File: src/rtl/wb_stage_pkg.sv
// Shared definitions for the writeback stage: load op encodings, FSM states, byte-enable constants.
package wb_stage_pkg;

  typedef enum logic [2:0] {
    OP_NONE = 3'd0,
    OP_LB   = 3'd1,
    OP_LBU  = 3'd2,
    OP_LH   = 3'd3,
    OP_LHU  = 3'd4,
    OP_LW   = 3'd5,
    OP_LWL  = 3'd6,
    OP_LWR  = 3'd7
  } op_e;

  typedef enum logic [1:0] {
    EMPTY = 2'd0,
    HOLD  = 2'd1,
    WAIT  = 2'd2
  } state_e;

  localparam logic [3:0] BE_NONE = 4'b0000;
  localparam logic [3:0] BE_ALL  = 4'b1111;

  function automatic logic is_load(input logic [2:0] op);
    return op != OP_NONE;
  endfunction

endpackage

File: src/rtl/wb_load_align.sv
// Combinational load alignment/extension and byte-enable generation for the writeback stage.
// LWL/LWR partial-word merges are built only when WB_UNALIGNED_EN is defined.
module wb_load_align
  import wb_stage_pkg::*;
(
  input  logic [2:0]  op,
  input  logic [1:0]  a,
  input  logic [31:0] rdata,
  input  logic [31:0] res,
  output logic [3:0]  we,
  output logic [31:0] wd
);

  logic [7:0]  lane_byte;
  logic [15:0] lane_half;

  assign lane_byte = rdata[{a, 3'b000} +: 8];
  assign lane_half = a[1] ? rdata[31:16] : rdata[15:0];

  // NOTE: every output gets a default before the case so no path leaves it unassigned (no latch).
  always_comb begin
    we = BE_ALL;
    wd = res;
    unique case (op_e'(op))
      OP_NONE: wd = res;
      OP_LB:   wd = {{24{lane_byte[7]}}, lane_byte};
      OP_LBU:  wd = {24'h0, lane_byte};
      OP_LH:   wd = {{16{lane_half[15]}}, lane_half};
      OP_LHU:  wd = {16'h0, lane_half};
      OP_LW:   wd = rdata;
`ifdef WB_UNALIGNED_EN
      OP_LWL: begin
        unique case (a)
          2'd0: begin we = 4'b1000; wd = rdata << 24; end
          2'd1: begin we = 4'b1100; wd = rdata << 16; end
          2'd2: begin we = 4'b1110; wd = rdata << 8;  end
          2'd3: begin we = 4'b1111; wd = rdata;       end
        endcase
      end
      OP_LWR: begin
        unique case (a)
          2'd0: begin we = 4'b1111; wd = rdata;       end
          2'd1: begin we = 4'b0111; wd = rdata >> 8;  end
          2'd2: begin we = 4'b0011; wd = rdata >> 16; end
          2'd3: begin we = 4'b0001; wd = rdata >> 24; end
        endcase
      end
`else
      OP_LWL, OP_LWR: begin
        we = BE_NONE;
        wd = '0;
      end
`endif
      default: we = BE_NONE;
    endcase
  end

endmodule

File: src/rtl/wb_stage.sv
// Writeback stage: holds one instruction, waits for load data, drives register-file byte writes,
// bypass and retired count. Define WB_UNALIGNED_EN to enable LWL/LWR partial writes.
module wb_stage
  import wb_stage_pkg::*;
#(
  parameter int CNT_W = 32
) (
  input  logic             clk,
  input  logic             rst_n,
  input  logic             mem_valid,
  output logic             mem_ready,
  input  logic [31:0]      mem_pc,
  input  logic [2:0]       mem_op,
  input  logic             mem_wen,
  input  logic [4:0]       mem_wr,
  input  logic [31:0]      mem_res,
  input  logic [31:0]      dm_rdata,
  input  logic             dm_data_ok,
  output logic [3:0]       reg_we,
  output logic [4:0]       reg_wr,
  output logic [31:0]      reg_wd,
  output logic             fwd_valid,
  output logic [4:0]       fwd_wr,
  output logic [31:0]      fwd_wd,
  output logic             wb_busy,
  output logic [31:0]      wb_pc,
  output logic [CNT_W-1:0] retired
);

  state_e           state;
  logic [2:0]       h_op;
  logic             h_wen;
  logic [4:0]       h_wr;
  logic [31:0]      h_res;
  logic [31:0]      h_pc;
  logic [CNT_W-1:0] cnt;

  logic        commit;
  logic        capture;
  logic        wr_en;
  logic [3:0]  al_we;
  logic [31:0] al_wd;

  // A held load commits only in the cycle its data arrives; dm_data_ok is ignored elsewhere.
  assign commit    = (state == HOLD) || ((state == WAIT) && dm_data_ok);
  assign mem_ready = (state == EMPTY) || commit;
  assign capture   = mem_valid && mem_ready;

  // NOTE: sequential state uses non-blocking assignments so all registers update from pre-edge values.
  always_ff @(posedge clk or negedge rst_n) begin
    if (!rst_n) begin
      state <= EMPTY;
      h_op  <= '0;
      h_wen <= 1'b0;
      h_wr  <= '0;
      h_res <= '0;
      h_pc  <= '0;
      cnt   <= '0;
    end else begin
      if (capture) begin
        state <= is_load(mem_op) ? WAIT : HOLD;
        h_op  <= mem_op;
        h_wen <= mem_wen;
        h_wr  <= mem_wr;
        h_res <= mem_res;
        h_pc  <= mem_pc;
      end else if (commit) begin
        state <= EMPTY;
      end
      if (commit) cnt <= cnt + 1'b1;
    end
  end

  wb_load_align u_align (
    .op    (h_op),
    .a     (h_res[1:0]),
    .rdata (dm_rdata),
    .res   (h_res),
    .we    (al_we),
    .wd    (al_wd)
  );

  // Writes to r0 or from non-writing instructions still retire but touch no byte lanes.
  assign wr_en     = h_wen && (h_wr != 5'd0);
  assign reg_we    = (commit && wr_en) ? al_we : BE_NONE;
  assign reg_wr    = commit ? h_wr : 5'd0;
  assign reg_wd    = commit ? al_wd : 32'd0;
  assign fwd_valid = commit && wr_en && (al_we == BE_ALL);
  assign fwd_wr    = reg_wr;
  assign fwd_wd    = reg_wd;
  assign wb_busy   = (state == WAIT);
  assign wb_pc     = h_pc;
  assign retired   = cnt;

endmodule

File: config.mk
export PLATFORM = sky130hd
export DESIGN_NAME = wb_stage
export DESIGN_NICKNAME = d
export VERILOG_FILES = /design/src/rtl/wb_stage_pkg.sv /design/src/rtl/wb_load_align.sv /design/src/rtl/wb_stage.sv
export SDC_FILE = /design/constraint.sdc
export NUM_CORES = 1
export LEC_CHECK = 0
export CORE_ASPECT_RATIO = 0.6
export CORE_MARGIN = 2
export CORE_UTILIZATION = 30
export DETAILED_ROUTE_END_ITERATION = 7
export RECOVER_POWER = 100
export SYNTH_ARGS = -nofsm -noshare
export SYNTH_HDL_FRONTEND = slang
export SYNTH_SLANG_ARGS = --single-unit
File: constraint.sdc
create_clock -name clk -period 2.44 [get_ports clk]
set_input_delay 0.366 -clock clk [delete_from_list [all_inputs] [get_ports clk]]
set_output_delay 0.366 -clock clk [all_outputs]
set_load 0.03 [all_outputs]
==> flow_summary.rst <==
.. list-table::
   :header-rows: 1

   * - Metric
     - Value
   * - Inserted Clock Buffers
     - 9
   * - Area taken by flip-flops and latches
     - 2680 um^2
   * - Top-level I/O count
     - 254
   * - Worst Path Required
     - 2.07 ns
   * - Final hold viol count
     - 0
   * - Endpoint of the worst register-to-register path
     - retired[21]
   * - Outcome
     - finished with violations
   * - Register-to-Register Path Depth
     - 5
   * - Area growth syn-to-layout
     - 58.3%
   * - HPWL after detailed placement
     - 14.2 mm
   * - Max incr delay on CP
     - 0.55 ns
   * - Worst endpoint data arrival time
     - 2.18 ns
   * - Routability Congestion
     - 0.850
   * - Kind of cell adding the most delay to the critical path
     - multiplexers
   * - Die ar.
     - 20,700 um^2
   * - Pleak
     - 3.80 nW
   * - Sequential fraction of the synthesis area
     - 45.7%
   * - GRT Total Usage
     - 18.9%
   * - Sink count of the clock tree
     - 107
   * - Total number of vias
     - 5,064
   * - Post-Syn Nets
     - 659
   * - Library cells used by synthesis
     - 47
   * - Cell type with the highest aggregate area in the netlist
     - dfrtp_1
   * - Worst r2r src
     - state[0]
   * - Global-route wire length before repair
     - 29.9 mm
   * - Total number of placement rows
     - 39
   * - Largest net degree at the start of global routing
     - 52
   * - Routed via count divided by cell count
     - 4.80
   * - Crit path time final
     - 2.54 ns
   * - Number of global-route vias before repair
     - 5,255
   * - Synthesized area
     - 5860 um^2
   * - Antenna-violating nets left
     - 0
   * - Hold buffers post-CTS
     - 0
   * - RSZ-0062 raised after global routing
     - true
   * - Instance count of the mapped netlist
     - 549
   * - Insertion delay to the later sink of the worst-skew pair
     - 0.36 ns
   * - Maxcap violations
     - 0
   * - Yosys warning count
     - 0
   * - CTS Root Buffer Type
     - clkbuf_16
   * - Tcrit/Tclk final
     - 104%
   * - Chip width
     - 185 um
   * - Final setup violation count
     - 38
   * - Type of the most critical hold path
     - in2async
   * - Routed WL per cell
     - 18.4 um
   * - Final Routed Wirelength
     - 19.5 mm
   * - Number of port buffers
     - 253
   * - Area occupied by multi-input gates
     - 2940 um^2
   * - Hold slack
     - 0.281 ns
   * - Least-Margin Pin Slew
     - 1.34 ns
   * - Antenna violations before repair
     - 0
   * - Final Slew Violations
     - 0
   * - Mean post-synth cell area
     - 10.7 um^2
   * - Core outline area
     - 19,100 um^2
   * - Initial Util
     - 30.7%
   * - Maximum clock skew at final layout
     - 0.00926 ns
   * - Cells traversed along the worst timing path
     - mux4_2 > nand2b_4 > nand2b_1 > a21o_4 > buf_12 > a21oi_4 > buf_6
   * - DR pass1 iterations
     - 4
   * - Placement-stage worst setup slack
     - -0.147 ns
   * - Clock transition time at the flip-flop clock pins of the worst setup and hold paths
     - 0.07 ns
   * - CTS tree
     - yes
   * - Fraction of final layout cells sized beyond drive strength 1
     - 36.8%
   * - Critical path buffers and inverters
     - 2
   * - Critical-path top delay cell
     - mux4_2
   * - Share of Yosys cell area claimed by the top area cell type
     - 45.7%
   * - Htree depth
     - 3
   * - Type of the worst setup path
     - reg2out
   * - Synth area leaders
     - dfrtp_1 (46%), mux2_2 (14%), buf_4 (6.5%)
   * - Worst setup SP type
     - register
   * - PwrDens
     - 739 nW/um^2
   * - CP Capture Type
     - output pin
   * - Number of violations reported at the end of detailed-routing iteration 0
     - 192
   * - Failing checks
     - setup timing
   * - Post-layout total power
     - 6.86 mW
   * - Deepest clock path buffer count
     - 2
   * - DRC
     - 0
   * - Ant diodes
     - 0
   * - Number of inserted filler cells in the final layout
     - 1,691
   * - Worst slew margin
     - 10.5%
   * - Max Clock Freq
     - 393 MHz
   * - Crit-path max FO
     - 6
   * - Y dimension of the die
     - 112 um
   * - Largest vdd supply drop
     - 0.000457 V
   * - Flops & latches, synth
     - 107
   * - Net count reported at finish
     - 896
   * - Minimum setup slack among reg-to-reg paths
     - 0.22 ns
   * - PnR worst setup slack
     - -0.101 ns
   * - Aggregate global routing overflow
     - 0
[cell families after synthesis]
logic type | Yosys count | synth area share, %
buffers and inverters | 79 | 8.94
AO/OA/AOI/OAI | 117 | 13.3
multiplexers | 77 | 15.0
flip-flops | 107 | 45.7
XOR/XNOR | 31 | 4.63
adder cells (fa/ha/maj) | 1 | 0.213
AND/OR/NAND/NOR | 137 | 12.3
[registers in the layout, indices dropped and copies added (netlist names)]
register / cells
wb_pc: 32
state: 2
h_wen: 1
h_wr: 5
h_op: 3
h_res: 32
retired: 32
[repair_timing]
action	4_1_cts	5_1_grt
cloned	1	1
buffers inserted	2	13
gates resized for setup	88	61
pin swaps	12	13
setup endpoints to repair	64	69
[worst reg2reg max path, stage by stage (launching register included)]
cell	delay (ns)
dfrtp_1	0.45
nand3b_4	0.20
and2_0	0.40
nor4_2	0.70
nand4_1	0.20
xnor2_1	0.16
[synthesized netlist by cell type (all sizes together)]
cell / count
inv: 8
nor2: 26
nand3b: 2
ha: 1
a22oi: 6
o32a: 1
nand3: 11
nor4: 1
mux2i: 1
or4: 1
buf: 57
xnor2: 22
a21oi: 53
o211ai: 2
nor2b: 10
nand4: 9
dfrtp: 107
and2: 9
and3: 2
a21o: 1
or3: 1
nor3: 7
clkbuf: 14
nand2b: 7
xor2: 9
nand2: 45
a22o: 1
a31oi: 1
mux4: 1
o21ai: 40
and2b: 1
nor3b: 1
mux2: 75
o32ai: 1
a211oi: 4
a221oi: 1
o21bai: 6
and4: 4
[how the worst max path moves through the flow]
stage / from / end / slack [ns] / depth (start not counted)
6_report: h_res[1] / reg_wd[15] / -0.10 / 7
5_1_grt: h_res[0] / fwd_wd[1] / -0.17 / 7
4_1_cts: h_res[0] / reg_wd[1] / -0.09 / 7
3_5_place_dp: dm_rdata[15] / fwd_wd[16] / -0.15 / 8
3_3_place_gp: dm_rdata[31] / fwd_wd[15] / -0.11 / 8
2_1_floorplan: h_op[2] / reg_wd[30] / 0.0007 / 8
[stage by stage]
| stage | std cells | instance area (um^2) | setup TNS (ns) | utilization [%] |
|---|---|---|---|---|
| 3_5_place_dp | 1026 | 8390 | -4.76 | 44.0 |
| 2_1_floorplan | 549 | 5870 | 0 | - |
| 5_1_grt | 1055 | 9280 | -8.01 | 48.6 |
| 4_1_cts | 1042 | 9030 | -2.45 | 47.3 |
| 6_report | 1055 | 9280 | -2.70 | 48.6 |
| 3_3_place_gp | 1026 | 8390 | -3.33 | 44.0 |
[power by group]
part           internal [mW]  total [mW]  leakage, nW  switching, mW
Sequential              2.05        2.27         1.29          0.220
Combinational           1.39        3.12         2.38           1.73
Clock                  0.788        1.47        0.131          0.680
[cells in the final DEF, fill, tap and decap left out, types with 11 or more instances in the layout]
cell,netlist,layout
a21oi_2,0,23
a21oi_1,43,12
a21oi_4,10,18
nand2_1,45,41
buf_4,51,44
clkdlybuf4s50_1,0,107
mux2_2,75,75
dlygate4sd3_1,0,66
buf_6,2,53
nand3_1,11,11
nor2_1,26,25
dfrtp_1,107,104
xnor2_1,22,22
o21ai_0,40,31
[layout make-up]
type / count / share of cell area [%]
Clock buffer: 10 / 2.47
Sequential cell: 107 / 28.9
Multi-Input combinational cell: 363 / 31.7
Clock inverter: 4 / 0.580
Tap cell: 266 / 3.59
Inverter: 8 / 0.324
Timing Repair Buffer: 297 / 32.4
[metal layers]
metal / wire length [um] / vias up / global-route usage [%]
met2: 9050 / 210 / 29.1
li1: - / 2348 / -
met5: 0 / - / 0
met1: 8440 / 2490 / 25.4
met4: 245 / 0 / 5.39
met3: 1720 / 16 / 6.10
Power figures use the tool's default switching activity.
